File: src/rtl/board_turn_controller_if.sv
// Move/board handshake bundle between the game sequencer and its host.
// The host side drives moves and vsync; the sequencer returns board state.
interface board_turn_controller_if;
  logic        vsync;
  logic        new_game;
  logic        move_valid;
  logic [3:0]  casilla;
  logic        move_ready;
  logic        jugador;
  logic [63:0] board;
  logic [1:0]  status;
  logic        move_err;

  modport master (
    output vsync,
    output new_game,
    output move_valid,
    output casilla,
    input  move_ready,
    input  jugador,
    input  board,
    input  status,
    input  move_err
  );

  modport slave (
    input  vsync,
    input  new_game,
    input  move_valid,
    input  casilla,
    output move_ready,
    output jugador,
    output board,
    output status,
    output move_err
  );
endinterface

File: src/rtl/board_turn_controller.sv
// 4x4 game sequencer: validates moves, detects win/draw and commits the
// working board to the display bus on a frame boundary.
module board_turn_controller #(
  parameter logic [3:0] P0_CODE       = 4'd1,
  parameter logic [3:0] P1_CODE       = 4'd2,
  parameter bit         SYNC_TO_VSYNC = 1'b1
) (
  input logic                    clk,
  input logic                    rst,
  board_turn_controller_if.slave bus
);

  localparam logic [2:0] S_IDLE   = 3'd0;
  localparam logic [2:0] S_CHECK  = 3'd1;
  localparam logic [2:0] S_EVAL   = 3'd2;
  localparam logic [2:0] S_COMMIT = 3'd3;
  localparam logic [2:0] S_OVER   = 3'd4;

  localparam logic [1:0] ST_PLAY = 2'b00;
  localparam logic [1:0] ST_P0   = 2'b01;
  localparam logic [1:0] ST_P1   = 2'b10;
  localparam logic [1:0] ST_DRAW = 2'b11;

  logic [2:0]  state_q, state_d;
  logic [3:0]  cell_q, cell_d;
  logic [63:0] wb_q, wb_d;
  logic [63:0] board_q, board_d;
  logic        jug_q, jug_d;
  logic [1:0]  st_q, st_d;
  logic        err_q, err_d;

  logic [1:0]  vs_q;
  logic        vs_prev_q;
  logic        frame;

  logic [3:0]  cl [16];
  logic [3:0]  win_code;
  logic        full;
  logic [5:0]  base;
  logic        occ;

  always_ff @(posedge clk or negedge rst) begin
    if (!rst) begin
      vs_q      <= 2'b11;
      vs_prev_q <= 1'b1;
    end else begin
      vs_q      <= {vs_q[0], bus.vsync};
      vs_prev_q <= vs_q[1];
    end
  end

  assign frame = vs_prev_q & ~vs_q[1];

  function automatic logic same4(
    input logic [3:0] a,
    input logic [3:0] b,
    input logic [3:0] c,
    input logic [3:0] d
  );
    return (a != 4'd0) && (a == b) &&
           (b == c) && (c == d);
  endfunction

  always_comb begin
    for (int i = 0; i < 16; i++) begin
      cl[i] = wb_q[4*i +: 4];
    end
  end

  // rows and columns, then both diagonals
  always_comb begin
    win_code = 4'd0;
    full     = 1'b1;
    for (int i = 0; i < 16; i++) begin
      full = full & (cl[i] != 4'd0);
    end
    for (int k = 0; k < 4; k++) begin
      if (same4(cl[4*k], cl[4*k+1],
                cl[4*k+2], cl[4*k+3]))
        win_code = cl[4*k];
      if (same4(cl[k], cl[k+4],
                cl[k+8], cl[k+12]))
        win_code = cl[k];
    end
    if (same4(cl[0], cl[5], cl[10], cl[15]))
      win_code = cl[0];
    if (same4(cl[3], cl[6], cl[9], cl[12]))
      win_code = cl[3];
  end

  assign base = {cell_q, 2'b00};
  assign occ  = |wb_q[base +: 4];

  always_comb begin
    state_d = state_q;
    cell_d  = cell_q;
    wb_d    = wb_q;
    board_d = board_q;
    jug_d   = jug_q;
    st_d    = st_q;
    err_d   = 1'b0;
    if (bus.new_game) begin
      wb_d    = '0;
      st_d    = ST_PLAY;
      jug_d   = 1'b0;
      state_d = S_COMMIT;
    end else begin
      unique case (1'b1)
        state_q == S_IDLE: begin
          if (bus.move_valid) begin
            cell_d  = bus.casilla;
            state_d = S_CHECK;
          end
        end
        state_q == S_CHECK: begin
          if (occ) begin
            err_d   = 1'b1;
            state_d = S_IDLE;
          end else begin
            wb_d[base +: 4] = jug_q ? P1_CODE
                                    : P0_CODE;
            state_d = S_EVAL;
          end
        end
        state_q == S_EVAL: begin
          if (win_code != 4'd0)
            st_d = (win_code == P1_CODE) ? ST_P1
                                         : ST_P0;
          else if (full)
            st_d = ST_DRAW;
          else
            jug_d = ~jug_q;
          state_d = S_COMMIT;
        end
        state_q == S_COMMIT: begin
          if (!SYNC_TO_VSYNC || frame) begin
            board_d = wb_q;
            state_d = (st_q == ST_PLAY) ? S_IDLE
                                        : S_OVER;
          end
        end
        state_q == S_OVER: begin
          state_d = S_OVER;
        end
        default: begin
          state_d = S_IDLE;
        end
      endcase
    end
  end

  always_ff @(posedge clk or negedge rst) begin
    if (!rst) begin
      state_q <= S_IDLE;
      cell_q  <= 4'd0;
      wb_q    <= '0;
      board_q <= '0;
      jug_q   <= 1'b0;
      st_q    <= ST_PLAY;
      err_q   <= 1'b0;
    end else begin
      state_q <= state_d;
      cell_q  <= cell_d;
      wb_q    <= wb_d;
      board_q <= board_d;
      jug_q   <= jug_d;
      st_q    <= st_d;
      err_q   <= err_d;
    end
  end

  assign bus.move_ready = (state_q == S_IDLE);
  assign bus.jugador    = jug_q;
  assign bus.board      = board_q;
  assign bus.status     = st_q;
  assign bus.move_err   = err_q;

endmodule

File: src/flat_wrapper.sv
// flat-port wrapper written by rule: the top's interface ports become plain ports
module board_turn_controller_flat 
#(
  parameter logic [3:0] P0_CODE       = 4'd1,
  parameter logic [3:0] P1_CODE       = 4'd2,
  parameter bit         SYNC_TO_VSYNC = 1'b1
)
  (clk, rst, bus_vsync, bus_new_game, bus_move_valid, bus_casilla, bus_move_ready, bus_jugador, bus_board, bus_status, bus_move_err);
  board_turn_controller_if bus_i ();
  input logic clk;
  input logic rst;
  input wire logic [$bits(bus_i.vsync)-1:0] bus_vsync;
  input wire logic [$bits(bus_i.new_game)-1:0] bus_new_game;
  input wire logic [$bits(bus_i.move_valid)-1:0] bus_move_valid;
  input wire logic [$bits(bus_i.casilla)-1:0] bus_casilla;
  output wire logic [$bits(bus_i.move_ready)-1:0] bus_move_ready;
  output wire logic [$bits(bus_i.jugador)-1:0] bus_jugador;
  output wire logic [$bits(bus_i.board)-1:0] bus_board;
  output wire logic [$bits(bus_i.status)-1:0] bus_status;
  output wire logic [$bits(bus_i.move_err)-1:0] bus_move_err;
  assign bus_i.vsync = bus_vsync;
  assign bus_i.new_game = bus_new_game;
  assign bus_i.move_valid = bus_move_valid;
  assign bus_i.casilla = bus_casilla;
  assign bus_move_ready = bus_i.move_ready;
  assign bus_jugador = bus_i.jugador;
  assign bus_board = bus_i.board;
  assign bus_status = bus_i.status;
  assign bus_move_err = bus_i.move_err;
  board_turn_controller #(.P0_CODE(P0_CODE), .P1_CODE(P1_CODE), .SYNC_TO_VSYNC(SYNC_TO_VSYNC)) u_core (.clk(clk), .rst(rst), .bus(bus_i));
endmodule
File: config.mk
export PLATFORM = sky130hd
export DESIGN_NAME = board_turn_controller_flat
export DESIGN_NICKNAME = d
export VERILOG_FILES = /design/src/rtl/board_turn_controller_if.sv /design/src/rtl/board_turn_controller.sv /design/src/flat_wrapper.sv
export SDC_FILE = /design/constraint.sdc
export NUM_CORES = 1
export LEC_CHECK = 0
export CORE_UTILIZATION = 49
export CTS_CLUSTER_SIZE = 30
export DETAILED_ROUTE_END_ITERATION = 16
export PLACE_DENSITY_LB_ADDON = 0.2
export SYNTH_ARGS = -nofsm -noshare
export SYNTH_HDL_FRONTEND = slang
export SYNTH_SLANG_ARGS = --single-unit
export TNS_END_PERCENT = 20
File: constraint.sdc
create_clock -name clk -period 2.2 [get_ports clk]
set_clock_uncertainty 0.05 [all_clocks]
set_input_delay 0.55 -clock clk [delete_from_list [all_inputs] [get_ports clk]]
set_output_delay 0.55 -clock clk [all_outputs]
set_load 0.01 [all_outputs]
# Yosys cells after proc, flatten, opt, wreduce, memory -nomap -nowiden
# Index checks and enable logic that the tools add are counted.
# W data, S select, Z words.
[totals]
memories = 0
ramBits = 0
register_bits = 142
mem_bits_ro = 0
in_bits = 9
latch_bits = 0
[classes]
div = 0
multipliers = 0
bitwise_logic = 19
addsub = 1
reduce_logical = 59
n_lt_le_gt_ge = 0
n_mux = 33
eq_ne = 40
shifts = 3
[ops]
columns = ["cell", "count"]
rows = [
  ["$mux W64", 3],
  ["$eq A4 B4 Y1", 30],
  ["$reduce_bool A4 Y1", 17],
  ["$bwmux W64", 1],
  ["$shift A4 B8 Y64 const A", 1],
  ["$shiftx A4 B8 Y64", 1],
  ["$shiftx A64 B7 Y4", 1],
  ["$mux W4", 10],
  ["$logic_and A1 B1 Y1", 30],
  ["$and A1 B1 Y1", 16],
  ["$pmux W3 S5", 1],
  ["$mux W2", 7],
  ["$mux W3", 4],
  ["$reduce_and A3 Y1", 3],
  ["$neg A6 Y8", 1],
  ["$mux W1", 7],
  ["$eq A3 B2 Y1 const B", 2],
  ["$ne A2 B2 Y1 const B", 3],
  ["$reduce_and A2 Y1", 3],
  ["$eq A4 B2 Y1 const B", 1],
  ["$reduce_bool A2 Y1", 2],
  ["$reduce_or A4 Y1", 1],
  ["$eq A3 B1 Y1 const B", 1],
  ["$eq A3 B3 Y1 const B", 1],
  ["other kinds (6)", 8],
]

# Depth between registers and ports, before layout
[logic_depth]
ltp_word = 20
mapped_depth = 9

# Least setup slack after synthesis
# OpenSTA, ideal clock, no wires.
[synth_path]
kind = "reg-to-reg"
startpoint = "register u_core.cell_q[0]"
endpoint = "register u_core.wb_q[12]"
arrival_ns = 2.299
t_required_ns = 2.030
period_less_slack_ns = 2.469
path_slack_ns = -0.269
path_buffers = 2
stages_incl_launch_ff = 9
setup_time_ns = 0.120
path_cell_list = "dfrtp_1 buf_2 mux4_2 mux4_2 nor3b_1 buf_2 nand3_1 nor2_1 a31o_1"
[synth_via]
elab_chain_len = 6
elab_cells_between_ends = 11
cone_classes = "add/sub: 1; eq/ne: 1; shift: 3; mux: 4; reduce/logical: 2"
[synth_rtl]
columns = ["element", "line", "source"]
rows = [
  ["start, declared", "board_turn_controller.sv:25", "logic [3:0] cell_q, cell_d;"],
  ["start signal, assigned", "board_turn_controller.sv:163", "cell_q <= cell_d;"],
  ["$neg A6 Y8", "board_turn_controller.sv:120", "wb_d[base +: 4] = jug_q ? P1_CODE"],
  ["$shiftx A4 B8 Y64 / $shift A4 B8 Y64 (equally long branches)", "board_turn_controller.sv:120", ""],
  ["$bwmux W64", "board_turn_controller.sv:120", ""],
  ["$mux W64", "board_turn_controller.sv:116", "if (occ) begin"],
  ["$mux W64", "board_turn_controller.sv:108", "unique case (1'b1)"],
  ["$mux W64", "board_turn_controller.sv:102", "if (bus.new_game) begin"],
  ["end signal, assigned", "board_turn_controller.sv:164", "wb_q <= wb_d;"],
  ["end, declared", "board_turn_controller.sv:26", "logic [63:0] wb_q, wb_d;"],
]
# Several ways; a longest one is shown, not always the timed one. The select of a mux whose other input is x is not followed.
# A chain may end at the register's enable or synchronous reset.

# Worst setup path after layout
[layout_path]
startpoint = "register u_core.wb_q[20]"
endpoint = "register u_core.st_q[0], in the netlist u_core.bus.status[0]"
[layout_via]
elab_chain_len = 17
elab_cells_between_ends = 43
cone_classes = "eq/ne: 7; mux: 12; bitwise: 11; reduce/logical: 13"
[layout_rtl]
columns = ["element", "line", "source"]
rows = [
  ["$eq A4 B4 Y1", "board_turn_controller.sv:60", "return (a != 4'd0) && (a == b) &&"],
  ["$logic_and A1 B1 Y1 (2 in series)", "board_turn_controller.sv:60", ""],
  ["$logic_and A1 B1 Y1", "board_turn_controller.sv:61", "(b == c) && (c == d);"],
  ["$mux W4", "board_turn_controller.sv:78", "if (same4(cl[4*k], cl[4*k+1],"],
  ["$mux W4", "board_turn_controller.sv:81", "if (same4(cl[k], cl[k+4],"],
  ["$mux W4", "board_turn_controller.sv:78", ""],
  ["$mux W4", "board_turn_controller.sv:81", ""],
  ["$mux W4", "board_turn_controller.sv:78", ""],
  ["$mux W4", "board_turn_controller.sv:81", ""],
  ["$mux W4", "board_turn_controller.sv:85", "if (same4(cl[0], cl[5], cl[10], cl[15]))"],
  ["$mux W4", "board_turn_controller.sv:87", "if (same4(cl[3], cl[6], cl[9], cl[12]))"],
  ["$eq A4 B2 Y1", "board_turn_controller.sv:127", "st_d = (win_code == P1_CODE) ? ST_P1"],
  ["$mux W2", "board_turn_controller.sv:127", ""],
  ["$mux W2", "board_turn_controller.sv:126", "if (win_code != 4'd0)"],
  ["$mux W2", "board_turn_controller.sv:108", ""],
  ["$mux W2", "board_turn_controller.sv:102", ""],
  ["end signal, assigned", "board_turn_controller.sv:167", "st_q <= st_d;"],
  ["end, declared", "board_turn_controller.sv:29", "logic [1:0] st_q, st_d;"],
]
# Several ways; a longest one is shown, not always the timed one. The select of a mux whose other input is x is not followed.

==> impl_metrics.json <==
{
  "antenna_found_initial": 0,
  "required_ps": 2390,
  "grt_max_degree": 39,
  "clock.fmax_ghz": 0.4018,
  "vias": 4288,
  "design.core.area_um2": 9196,
  "p_leak_nw": 2.966,
  "place_inst": 694,
  "wl_um": 14150,
  "critPathMaxFanout": 4,
  "seqCellArea_um2": 1972,
  "fin_cells": 723,
  "cts_tree": "done",
  "setup_viol": 35,
  "diodes": 0,
  "end_kind": "flop",
  "vias_per_cell": 5.931,
  "violations": "negative setup slack",
  "h-tree-depth": 3,
  "fin_nets": 619,
  "overflow": 0,
  "status": "finished with violations",
  "clk_latency_ps": 360,
  "holdBufCountCts": 0,
  "period_share_pct": 113.1,
  "maxCapViolCount": 0,
  "clk_pin_slew_ps": 90,
  "p_sw_share_pct": 37.12,
  "synth_seq_area_share_pct": 42.22,
  "grt_usage_pct": 29.36,
  "place_congestion": 1.016,
  "internal-power_mw": 2.736,
  "power_frac_seq_pct": 39.0,
  "synth_top_flop_cell": "dfrtp_1",
  "ys_types": 70,
  "path_class": "flop to flop",
  "ys_top_cells_by_count": "dfrtp_1, nand2_1, buf_4, mux2_2, nor2_1",
  "clk_path_buf_depth": 2,
  "synth_area_um2": 4632,
  "irDropWorstVdd_mv": 0.4854,
  "die-area_um2": 9846,
  "pwr-share-clk_pct": 23.4,
  "hold_violations": 0,
  "post-route-util_pct": 68.78,
  "multi_input_comb_area_um2": 2526,
  "powerDensity_nw_per_um2": 687.9,
  "crit_arrival_ps": 2680,
  "startpoint_type": "flop",
  "port-buffer-count": 45,
  "synth_top_area_share_pct": 40.52,
  "synth_warnings": 0,
  "hpwl_um": 10600,
  "setup_ws_ps": -288.8,
  "die_h_um": 99.23,
  "synth.avg_cell_area_um2": 10.23,
  "drive_above_1_share_pct": 40.69,
  "drt_iter0_drc": 368,
  "drv_slew": 0,
  "ys_ff_latch": 78,
  "yosysMostFrequentCell": "dfrtp_1",
  "rsz0062_at_grt": "yes",
  "fillerInstances": 709,
  "p_sw_mw": 1.615,
  "num_io_pins": 78,
  "fp.dieW_um": 99.23,
  "wl_per_cell_um": 19.56,
  "whs_ps": 25.36,
  "synth_largest_area_cell": "dfrtp_1",
  "synth_edf_count": 0,
  "synthArstFlopShare_pct": 100.0,
  "first_pass_iters": 6,
  "drc": 0,
  "ant_nets": 0,
  "area_delta_synth_final_pct": 36.55,
  "cts_buffers": 9,
  "p_comb_share_pct": 37.6,
  "synth.area.top_cells": "dfrtp_1, mux2_2, buf_4",
  "row_count": 35,
  "grt_pass1_wl_um": 21870,
  "initial_core_util_pct": 50.37,
  "hold_path.class": "primary input to asynchronous set/reset pin",
  "r2r_setup_slack_ps": -290,
  "postSynthCellCount": 453,
  "cts.sinks": 78,
  "grt_pass1_vias": 4095,
  "min_period_ps": 2489,
  "clockRootBuffer": "clkbuf_8"
}
==> power groups by stage <==
stage	clock network [mW]	registers, mW	logic, mW
2_1_floorplan	0	1.67	0.960
3_3_place_gp	0	1.71	1.46
3_5_place_dp	0	1.71	1.48
4_1_cts	1.03	1.69	1.58
5_1_grt	1.09	1.71	1.78
6_report	1.02	1.70	1.64
==> worst paths after layout <==
path,start,endpoint,depth (start not counted)
max in group asynchronous,rst,u_core.wb_q[53],2
worst min register to register,u_core.vs_q[0],u_core.vs_q[1],0
worst max register to register,u_core.wb_q[20],u_core.bus.status[0],8
min in group clk,u_core.vs_q[0],u_core.vs_q[1],0
worst min-delay path,rst,u_core.state_q[0],1
worst max-delay path,u_core.wb_q[20],u_core.bus.status[0],8
==> cell families (layout without fill, tap and decap cells) <==
family,Yosys count,after routing,synth area share (%)
adder cells (fa/ha/maj),3,3,0.8105
other,1,32,0.08096
flip-flops,78,78,42.22
multiplexers,57,57,14.64
AND/OR/NAND/NOR,173,174,19.77
XOR/XNOR,1,1,0.1891
AO/OA/AOI/OAI,67,67,11.89
buffers and inverters,73,200,10.40
==> final cells by class <==
class                      count  share of cell area (%)
multi-input combinational    334                   39.94
sequential                    78                   31.18
timing repair buffer         175                   23.32
tap                          111                   2.196
clock buffer                   9                   1.958
clock inverter                 7                  0.8704
inverter                       9                  0.5341
==> repair_timing <==
action | in CTS | in global routing
gates resized for setup | 26 | 21
endpoints found under the setup margin | 36 | 37
pin swaps | 13 | 10
gates cloned | 1 | 0
buffers inserted | 9 | 3
==> per-stage QoR <==
stage               total power [mW]  TNS, ps  area, um^2  setup slack [ps]
finish                         4.351    -6777        6325            -288.8
global route                   4.589    -9255        6325            -339.9
CTS                            4.296    -5053        6206            -245.7
detailed placement             3.199    -6381        5879            -345.7
global placement               3.167    -5116        5879            -297.5
floorplan                      2.630    -1226        4825            -81.70
==> critical path, cell delays in order (launching register included) <==
cell and delay, ps:
dfrtp_1 460, buf_4 170, or4_1 600, nor2_2 180, o2bb2a_4 150, a2111oi_4 90, a211oi_4 350, a21oi_2 90
o221a_1 240
==> registers in the layout (all words and copies together), names as in the netlist <==
| register | cells |
|---|---|
| u_core.bus.board | 32 |
| u_core.bus.jugador | 1 |
| u_core.bus.move_err | 1 |
| u_core.bus.status | 2 |
| u_core.cell_q | 4 |
| u_core.state_q | 3 |
| u_core.vs_prev_q | 1 |
| u_core.vs_q | 2 |
| u_core.wb_q | 32 |
==> cells in the final DEF (no fill, tap or decap), types with 4 or more instances in the layout <==
cell and n:
buf_4 125, dfrtp_1 62, clkdlybuf4s50_1 43, nand2_1 38, mux2_2 33, conb_1 32, nor2_1 28, nand4_1 23
nand3_1 19, mux2i_1 16, o21ai_0 13, dfrtp_2 13, nor4_1 10, inv_1 9, clkbuf_8 9, a21oi_1 8
or4_1 8, or4_4 7, nand2b_1 6, nor3_1 6, mux4_2 5, a22oi_2 4
==> metal layers <==
| layer | global-route usage [%] | vias to the layer above | part of all wire [%] |
|---|---|---|---|
| met5 | 0 | - | 0 |
| met4 | 11.20 | 0 | 3.1 |
| met3 | 5.411 | 34 | 6.7 |
| met2 | 46.37 | 201 | 47 |
| met1 | 40.30 | 2127 | 43 |
| li1 | - | 1926 | - |
No activity file was read; power rests on OpenSTA's default activity.
